`config.mk`:
```
export PLATFORM = sky130hd
export DESIGN_NAME = oai_pipe
export DESIGN_NICKNAME = d
export VERILOG_FILES = /design/src/rtl/oai_pipe.sv
export SDC_FILE = /design/constraint.sdc
export NUM_CORES = 1
export LEC_CHECK = 0
export BUFFER_PORTS_ARGS = -buffer_cell sky130_fd_sc_hd__buf_2
export CORE_MARGIN = 2
export CORE_UTILIZATION = 40
export DETAILED_ROUTE_END_ITERATION = 10
export GPL_ROUTABILITY_DRIVEN = 0
export PLACE_DENSITY = 0.71
export SKIP_CTS_REPAIR_TIMING = 1
export SYNTH_ARGS = -nofsm -noshare
export SYNTH_HDL_FRONTEND = slang
export SYNTH_SLANG_ARGS = --single-unit
export TNS_END_PERCENT = 30
```
`constraint.sdc`:
```
create_clock -name CLK -period 1.6 [get_ports CLK]
set_input_delay 0.16 -clock CLK [delete_from_list [all_inputs] [get_ports CLK]]
set_output_delay 0.16 -clock CLK [all_outputs]
set_load 0.005 [all_outputs]
```
`src/rtl/oai_pipe.sv`:
```
// Pipelined OAI/OA lanes feeding a 2-entry elastic valid/ready output buffer.
// Only the per-lane results are stored; the inputs are consumed at the push edge.
module oai_pipe #(
  parameter int WIDTH = 4,
  parameter int N_AND = 2,
  parameter int N_OR  = 2,
  parameter int CNT_W = 8
) (
  input  logic                   CLK,
  input  logic                   RST_N,
  input  logic [WIDTH*N_AND-1:0] A,
  input  logic [WIDTH*N_OR-1:0]  C,
  input  logic                   INV,
  input  logic                   IN_VALID,
  output logic                   IN_READY,
  output logic [WIDTH-1:0]       Y,
  output logic                   OUT_VALID,
  input  logic                   OUT_READY,
  output logic [CNT_W-1:0]       TXN_CNT
);

  logic [WIDTH-1:0] res;

  for (genvar i = 0; i < WIDTH; i++) begin : g_lane
    logic term;
    assign term   = (&A[i*N_AND +: N_AND]) & (|C[i*N_OR +: N_OR]);
    assign res[i] = INV ? ~term : term;
  end

  logic [WIDTH-1:0] slot0_q, slot0_d;
  logic [WIDTH-1:0] slot1_q, slot1_d;
  logic             head_q, head_d;
  logic [1:0]       count_q, count_d;
  logic             in_ready_q, in_ready_d;
  logic [CNT_W-1:0] txn_q, txn_d;

  logic push, pop, tail;

  assign push = IN_VALID & in_ready_q;
  assign pop  = (count_q != 2'd0) & OUT_READY;
  // With one entry the free slot is the other one; when empty, the head slot is reused.
  assign tail = head_q ^ (count_q == 2'd1);

  always_comb begin
    slot0_d    = slot0_q;
    slot1_d    = slot1_q;
    head_d     = head_q;
    count_d    = count_q;
    txn_d      = txn_q;

    if (push) begin
      if (tail) slot1_d = res;
      else      slot0_d = res;
    end

    // Head only moves when another entry remains, so Y holds its value once drained.
    if (pop && ((count_q == 2'd2) || push)) head_d = ~head_q;

    case ({push, pop})
      2'b10:   count_d = count_q + 2'd1;
      2'b01:   count_d = count_q - 2'd1;
      default: count_d = count_q;
    endcase

    if (pop) txn_d = txn_q + CNT_W'(1);

    in_ready_d = (count_d != 2'd2);
  end

  always_ff @(posedge CLK or negedge RST_N) begin
    if (!RST_N) begin
      slot0_q    <= '0;
      slot1_q    <= '0;
      head_q     <= 1'b0;
      count_q    <= 2'd0;
      in_ready_q <= 1'b1;
      txn_q      <= '0;
    end else begin
      slot0_q    <= slot0_d;
      slot1_q    <= slot1_d;
      head_q     <= head_d;
      count_q    <= count_d;
      in_ready_q <= in_ready_d;
      txn_q      <= txn_d;
    end
  end

  assign Y         = head_q ? slot1_q : slot0_q;
  assign OUT_VALID = (count_q != 2'd0);
  assign IN_READY  = in_ready_q;
  assign TXN_CNT   = txn_q;

endmodule

```
Word-level counts from Yosys, hierarchy flattened
Index checks and enable logic that the tools add are counted.
Widths: inputs -> output; s select.
{ "word_totals": {"out_inout_bits": 14, "ff_bits": 20, "inputBits": 21} }
{ "op_classes": {"n_reduce_logical": 13, "n_eq_ne": 5, "mux": 6, "add_sub_neg": 3, "bitwise": 13} }
{ "op_table": {"columns": ["operator", "count"], "rows": [
  ["$reduce_and 2->1", 6],
  ["$add 8x1->8 const B", 1],
  ["$reduce_or 2->1", 4],
  ["$and 1x1->1", 6],
  ["$not 1->1", 6],
  ["$eq 2x1->1 const B", 2],
  ["$eq 2x2->1 const B", 2],
  ["$mux 1", 4],
  ["$mux 4", 1],
  ["$pmux 2 s2", 1],
  ["$add 2x1->2 const B", 1],
  ["$ne 2x2->1 const B", 1],
  ["$reduce_bool 2->1", 1],
  ["$sub 2x1->2 const B", 1],
  ["$logic_and 1x1->1", 1],
  ["$logic_or 1x1->1", 1],
  ["$xor 1x1->1", 1]
]} }

Logic depth before layout (Yosys ltp)
Gate-level depths: netlist of run 1.
{ "logic_depth": {"ltp_word": 5, "ltp_mapped": 9, "depth_no_buf": 8} }

Least setup slack after synthesis of run 1
OpenSTA, ideal clock, no wires.
{ "synth_path": {"kind": "reg2reg", "start": "reg count_q[0]", "end": "reg in_ready_q, in the netlist IN_READY", "stages_incl_launch_ff": 9, "setup_slack_ps": -13, "synth_period_minus_slack_ps": 1613, "setup_ps": 90, "arrival_ps": 1523, "cell_sequence": "dfrtp_1 -> inv_1 -> ha_1 -> nor2b_1 -> buf_2 -> inv_1 -> ha_1 -> o21ai_0 -> nand3_1"} }
{ "synth_between": {"elab_chain_len": 5} }
{ "synth_lines": {"columns": ["element", "line", "rtl"], "rows": [
  ["start: declaration", "33", "logic [1:0] count_q, count_d;"],
  ["start signal: assignment", "82", "count_q <= count_d;"],
  ["$reduce_bool 2->1 *", "40", "assign pop = (count_q != 2'd0) & OUT_READY;"],
  ["$and 1x1->1 *", "40", null],
  ["named net pop", "37", "logic push, pop, tail;"],
  ["$eq 2x1->1 or $eq 2x2->1 (tied branches)", "59", "case ({push, pop})"],
  ["$pmux 2 s2 *", "59", null],
  ["named net count_d[1]", "33", null],
  ["$ne 2x2->1 *", "67", "in_ready_d = (count_d != 2'd2);"],
  ["named net in_ready_d", "34", "logic in_ready_q, in_ready_d;"],
  ["end signal: assignment", "83", "in_ready_q <= in_ready_d;"],
  ["end: declaration", "34", null]
]} }
Mark *: on every way through the listed nets, which the timed path passes. The rest lies on a longest branch.
A chain may end at the register's enable or synchronous reset.

Final worst setup path of run 1
{ "layout_path": {"start": "reg count_q[0]", "end": "reg txn_q[1], in the netlist TXN_CNT[1]"} }
{ "layout_between": {"elab_chain_len": 2} }
{ "layout_lines": {"columns": ["element", "line", "rtl"], "rows": [
  ["$reduce_bool 2->1", "40", null],
  ["$and 1x1->1", "40", null],
  ["end signal: assignment", "84", "txn_q <= txn_d;"],
  ["end: declaration", "35", "logic [CNT_W-1:0] txn_q, txn_d;"]
]} }
Every way passes these cells.

==> results of run 1 <==
-- power breakdown --
part           switching [mW]  internal, mW  total [mW]
Combinational           0.518         0.730        1.25
Sequential              0.173         0.739       0.912
Clock                   0.149        0.0970       0.246
Total                   0.840          1.57        2.41
-- sequential cells by signal (all words and copies together) (netlist names) --
name      flops
TXN_CNT       8
slot0_q       4
slot1_q       4
count_q       2
IN_READY      1
head_q        1
-- per-stage QoR --
step / TNS (ps) / setup WS [ps] / cell area (um2)
2_1_floorplan: 0 / 27.8 / 1050
3_3_place_gp: 0 / 81.0 / 1250
3_5_place_dp: -6.68 / -6.68 / 1250
4_1_cts: -46.5 / -43.8 / 1280
5_1_grt: -237 / -85.2 / 1350
6_report: 0 / 37.0 / 1350
-- per-layer routing --
layer	vias to the layer above	track usage, %	routed length, um
li1	370	-	-
met1	346	16.6	776
met2	13	22.0	1020
met3	4	1.61	55
met4	0	7.32	46
met5	-	0	0
-- cell type report --
type	instances	area (um2)
clock buffer	4	26.3
fill	234	1120
inverter	5	18.8
multi-input combinational	57	551
sequential	20	503
tap	30	37.5
timing repair buffer	40	218
-- cell families (layout without fill, tap and decap cells) --
logic type	after synthesis	count (layout)	share of synthesized area, %
adder cells (fa/ha/maj)	6	6	7.17
AND/OR/NAND/NOR	17	17	8.96
XOR/XNOR	13	13	11.6
multiplexers	14	14	16.4
AO/OA/AOI/OAI	7	7	4.30
flip-flops	20	20	47.9
buffers and inverters	8	49	3.70
-- worst paths after layout --
kind,startpoint,to,slack (ps)
setup / recovery,count_q[0],TXN_CNT[1],40
min in group CLK,INV,slot1_q[1],320
hold / removal,RST_N,TXN_CNT[2],320
setup reg to reg,count_q[0],TXN_CNT[1],40
hold reg to reg,TXN_CNT[7],TXN_CNT[7],470
max in group asynchronous,RST_N,IN_READY,940
-- worst max-delay path, delay by kind of cell (launching register included) --
kind,cells,cell delay [ps]
AND/OR/NAND/NOR,1,210
multiplexers,1,320
buffers and inverters,3,350
adder cells (fa/ha/maj),1,200
flip-flops,1,380
-- cells in the final DEF (no fill, tap or decap), types with 2 or more instances in the layout --
cell      Yosys  final
nand4_1       4      4
clkbuf_4      0      3
nand2_1       6      6
mux2_4        4      4
dfrtp_1      19     18
ha_1          6      3
buf_2         1     34
xnor2_1      11     11
o211ai_1      4      4
o21ai_1       0      2
mux2_2        9      9
buf_4         0      5
inv_1         5      5
ha_4          0      2
==> metrics.yaml, run 1 <==
outcome:
  status: "complete, no violations"
synth:
  yosysTopAreaCell: "dfrtp_1"
  synth_edf_count: 0
  synthFlopType: "dfrtp_1"
  netlist_area_um2: 1050
  ys_warn_count: 0
  netlist.area_leader.share_pct: 45.4
  yosysMostFrequentCell: "dfrtp_1"
  synthTopCellsByCount: "dfrtp_1 (19), xnor2_1 (11), mux2_2 (9), ha_1 (6), nand2_1 (6)"
  syn_inst: 85
  ys_seq_area_share_pct: 47.9
  ys_async_sr_fraction_pct: 100
  syn-num-nets: 112
  synth.avg_cell_area_um2: 12.3
  synthTopCellsByArea: "dfrtp_1 (45%), mux2_2 (9.7%), xnor2_1 (9.2%)"
  synth_seq_cells: 20
  yosysUniqueCellTypes: 24
cts:
  clock-sinks: 20
  cts_tree: "built"
  clk_pin_slew_ps: 110
  clockRootBuffer: "clkbuf_4"
  insertion_delay_ps: 300
  cts_buffer_depth: 2
  numCtsBuffers: 3
  cts_max_level: 1
critical_path:
  critPathSlowestCell: "dfrtp_1"
  crit_path_max_fanout: 4
  cp.arrival_ps: 1760
  crit_required_ps: 1800
  worstPathCellList: "inv_1 -> ha_2 -> nor2b_1 -> buf_4 -> buf_4 -> mux2_2"
  end_kind: "register"
  path_common_cell: "buf_4"
  start_kind: "register"
  slowest_delay_ps: 380
  setup.worst_path.class: "register to register"
  reg2regPathDepth: 6
timing:
  hold_viol: 0
  min_period_over_period_pct: 97.7
  finalSetupViolCount: 0
  finalClockSkew_ps: 6.85
  maxClockFrequency_ghz: 0.640
  relSlewSlack_pct: 70.9
  slew_violations: 0
  rsz0062_at_grt: "yes"
  tightest_slew_ps: 437
  hold_ws_ps: 322
  min_period_ps: 1560
worst_hold_path:
  holdCritPathClass: "input pin to async pin"
placed_design:
  place_inst: 148
  port_buffers: 34
  dp_hpwl_um: 1430
power_and_ir_drop:
  p_per_area_nw_per_um2: 1780
  p_total_mw: 2.41
  p_leak_nw: 0.646
  vdd_drop_max_uv: 957
global_routing:
  antenna_found_initial: 0
  grt_pass1_wl_um: 2820
  grt_max_degree: 21
  first_global_vias: 654
  grt.total_usage_pct: 13.2
  gr-total-overflow: 0
layout:
  post-route-util_pct: 54.6
  diodes: 0
  layout-drive-gt1-share_pct: 50.0
  finalNetCount: 154
  layout.cells.non_filler: 156
  area_growth_pct: 29.3
die:
  core_um2: 2480
  num_io_pins: 35
  initial_utilization_pct: 42.3
  dieArea_um2: 3040
  die_h_um: 55.2
  rows: 18
  die_x_um: 55.2
detailed_routing:
  drt_iter0_markers: 8
  wirelength_um: 1900
  drc_errors: 0
  wl_per_cell_um: 12.2
  firstDrtPassIters: 2
  num_vias: 733
  viasPerCell: 4.70
  postRouteAntennaNets: 0
job:
  maxCapViolations: 0
Power figures use the tool's default switching activity.
==> run 2: changes to the inputs <==
Settings changed: ABC_AREA set to 1, PLACE_DENSITY 0.71 to 0.7.
==> run 2 against run 1 <==
Against the previous run: worst hold slack got worse by 130 ps; clock power rose by 22%; largest cell class unchanged; core utilization decreased by 2.2 points; global-route usage rose by 2.4 points; critical path type unchanged; synthesized cell count grew 82%; clock-buffer cell count did not move.
==> metrics.yaml, run 2 <==
synth:
  synthTopCellsByCount: "nand2_1 (62), dfrtp_1 (19), inv_1 (13), nand3_1 (12), nor2_1 (10)"
  synth_edf_count: 0
  ys_seq_area_share_pct: 43.5
  synthFlopType: "dfrtp_1"
  ys_warn_count: 0
  netlist.area_leader.share_pct: 41.2
  netlist_area_um2: 1150
  syn-num-nets: 182
  yosysMostFrequentCell: "nand2_1"
  synthTopCellsByArea: "dfrtp_1 (41%), nand2_1 (20%), ha_1 (6.5%)"
  yosysUniqueCellTypes: 18
  synth.avg_cell_area_um2: 7.44
  ys_async_sr_fraction_pct: 100
  yosysTopAreaCell: "dfrtp_1"
  synth_seq_cells: 20
  syn_inst: 155
placed_design:
  port_buffers: 34
  placed_area_um2: 1380
  pre_cts_ws_ps: 5.99
  place_inst: 222
  dp_hpwl_um: 1960
cts:
  insertion_delay_ps: 310
  clk_pin_slew_ps: 120
  numCtsBuffers: 3
  cts_buffer_depth: 2
  clockRootBuffer: "clkbuf_4"
  cts_max_level: 1
  cts_tree: "built"
  clock-sinks: 20
global_routing:
  grt_pass1_wl_um: 4080
  first_global_vias: 1020
  gr-total-overflow: 0
  antenna_found_initial: 0
  grt.total_usage_pct: 15.6
  grt_max_degree: 21
detailed_routing:
  wl_per_cell_um: 10.7
  viasPerCell: 4.71
  num_vias: 1074
  drt_iter0_markers: 32
  firstDrtPassIters: 4
  drc_errors: 0
  postRouteAntennaNets: 0
  wirelength_um: 2440
die:
  die_x_um: 57.7
  initial_utilization_pct: 41.8
  dieArea_um2: 3330
  die_h_um: 57.7
  rows: 19
  core_um2: 2760
  num_io_pins: 35
timing:
  setup_ws_ps: 98.5
  finalSetupTns_ps: 0
  slew_violations: 0
  hold_ws_ps: 190
  maxClockFrequency_ghz: 0.666
  tightest_slew_ps: 445
  finalClockSkew_ps: 5.91
  min_period_over_period_pct: 93.8
  rsz0062_at_grt: "no"
  relSlewSlack_pct: 70.3
  min_period_ps: 1500
  finalSetupViolCount: 0
  hold_viol: 0
layout:
  layout.cells.non_filler: 228
  post-route-util_pct: 52.5
  finalNetCount: 225
  layout-drive-gt1-share_pct: 32.0
  diodes: 0
  final_common_cell: "nand2_1"
  area_growth_pct: 25.4
  layout_common_cells: "nand2_1 (62), buf_2 (34), dfrtp_1 (19)"
  final_area_um2: 1450
  largest_reg_flops: 8
critical_path:
  setup.worst_path.class: "register to register"
  crit_path_max_fanout: 4
  end_kind: "register"
  crit_required_ps: 1850
  cp.arrival_ps: 1750
  start_kind: "register"
  crit_start: "count_q[0]"
  r2r-start: "count_q[0]"
power_and_ir_drop:
  p_total_mw: 2.41
  vdd_drop_max_uv: 948
  p_leak_nw: 0.801
  p_per_area_nw_per_um2: 1660
worst_hold_path:
  hold_start: "INV"
  holdCritPathClass: "input pin to register"
outcome:
  status: "complete, no violations"
job:
  maxCapViolations: 0
[run 2: cell types whose count changed in the layout (fill, tap and decap cells not counted), moves of 3 or more]
| cell | change |
|---|---|
| inv_2 | +8 |
| nand2_1 | +56 |
| o21ai_0 | +3 |
| nand4_1 | -4 |
| mux2_2 | -9 |
| nand3_1 | +11 |
| nand2_2 | +6 |
| o211ai_1 | -4 |
| mux2_4 | -4 |
| xnor2_1 | -10 |
| nor2_1 | +9 |
| inv_1 | +8 |
[run 2: worst paths after layout]
path	endpoint	slack (ps)	depth (start not counted)
min	slot0_q[3]	190	4
max in group asynchronous	IN_READY	950	2
min in group asynchronous	slot1_q[0]	310	2
max	IN_READY	100	9
min reg2reg	slot1_q[0]	500	2
max reg2reg	IN_READY	100	9
[run 2: cells by family after synthesis]
logic type / after synthesis / share of synthesized area [%]
compound gates: 8 / 3.69
buf+inv: 21 / 6.83
fa+ha+maj: 6 / 6.51
flops: 20 / 43.5
simple gates: 96 / 36.4
xor+xnor: 4 / 3.04
[run 2: area by class of cell]
| type | count | area, um2 |
|---|---|---|
| inverters | 21 | 78.8 |
| multi-input cells | 114 | 588 |
| repair buffers | 38 | 203 |
| flip-flops and latches | 20 | 502 |
| well taps | 31 | 38.8 |
| clock buffers | 4 | 36.3 |
| fillers | 273 | 1310 |
[run 2: critical path: stages, from the launching register on]
cell     delay (ps)
dfrtp_1         400
inv_1           100
ha_2            230
nor2_4           50
ha_1            210
or2_0           230
nand2_1          60
nand2_1          60
inv_1            50
nand2_1          40
[run 2: where the power goes]
group	internal [mW]	switching, mW
sequential	0.738	0.193
combinational	0.514	0.663
clock	0.139	0.160
total	1.39	1.02
[run 2: per-layer routing]
| layer | up-vias | share of wire, % | track usage [%] |
|---|---|---|---|
| met5 | - | 0 | 0 |
| met4 | 0 | 1.4 | 6.98 |
| met3 | 4 | 2.5 | 2.23 |
| met2 | 15 | 54 | 26.5 |
| met1 | 499 | 42 | 19.6 |
| li1 | 556 | - | - |
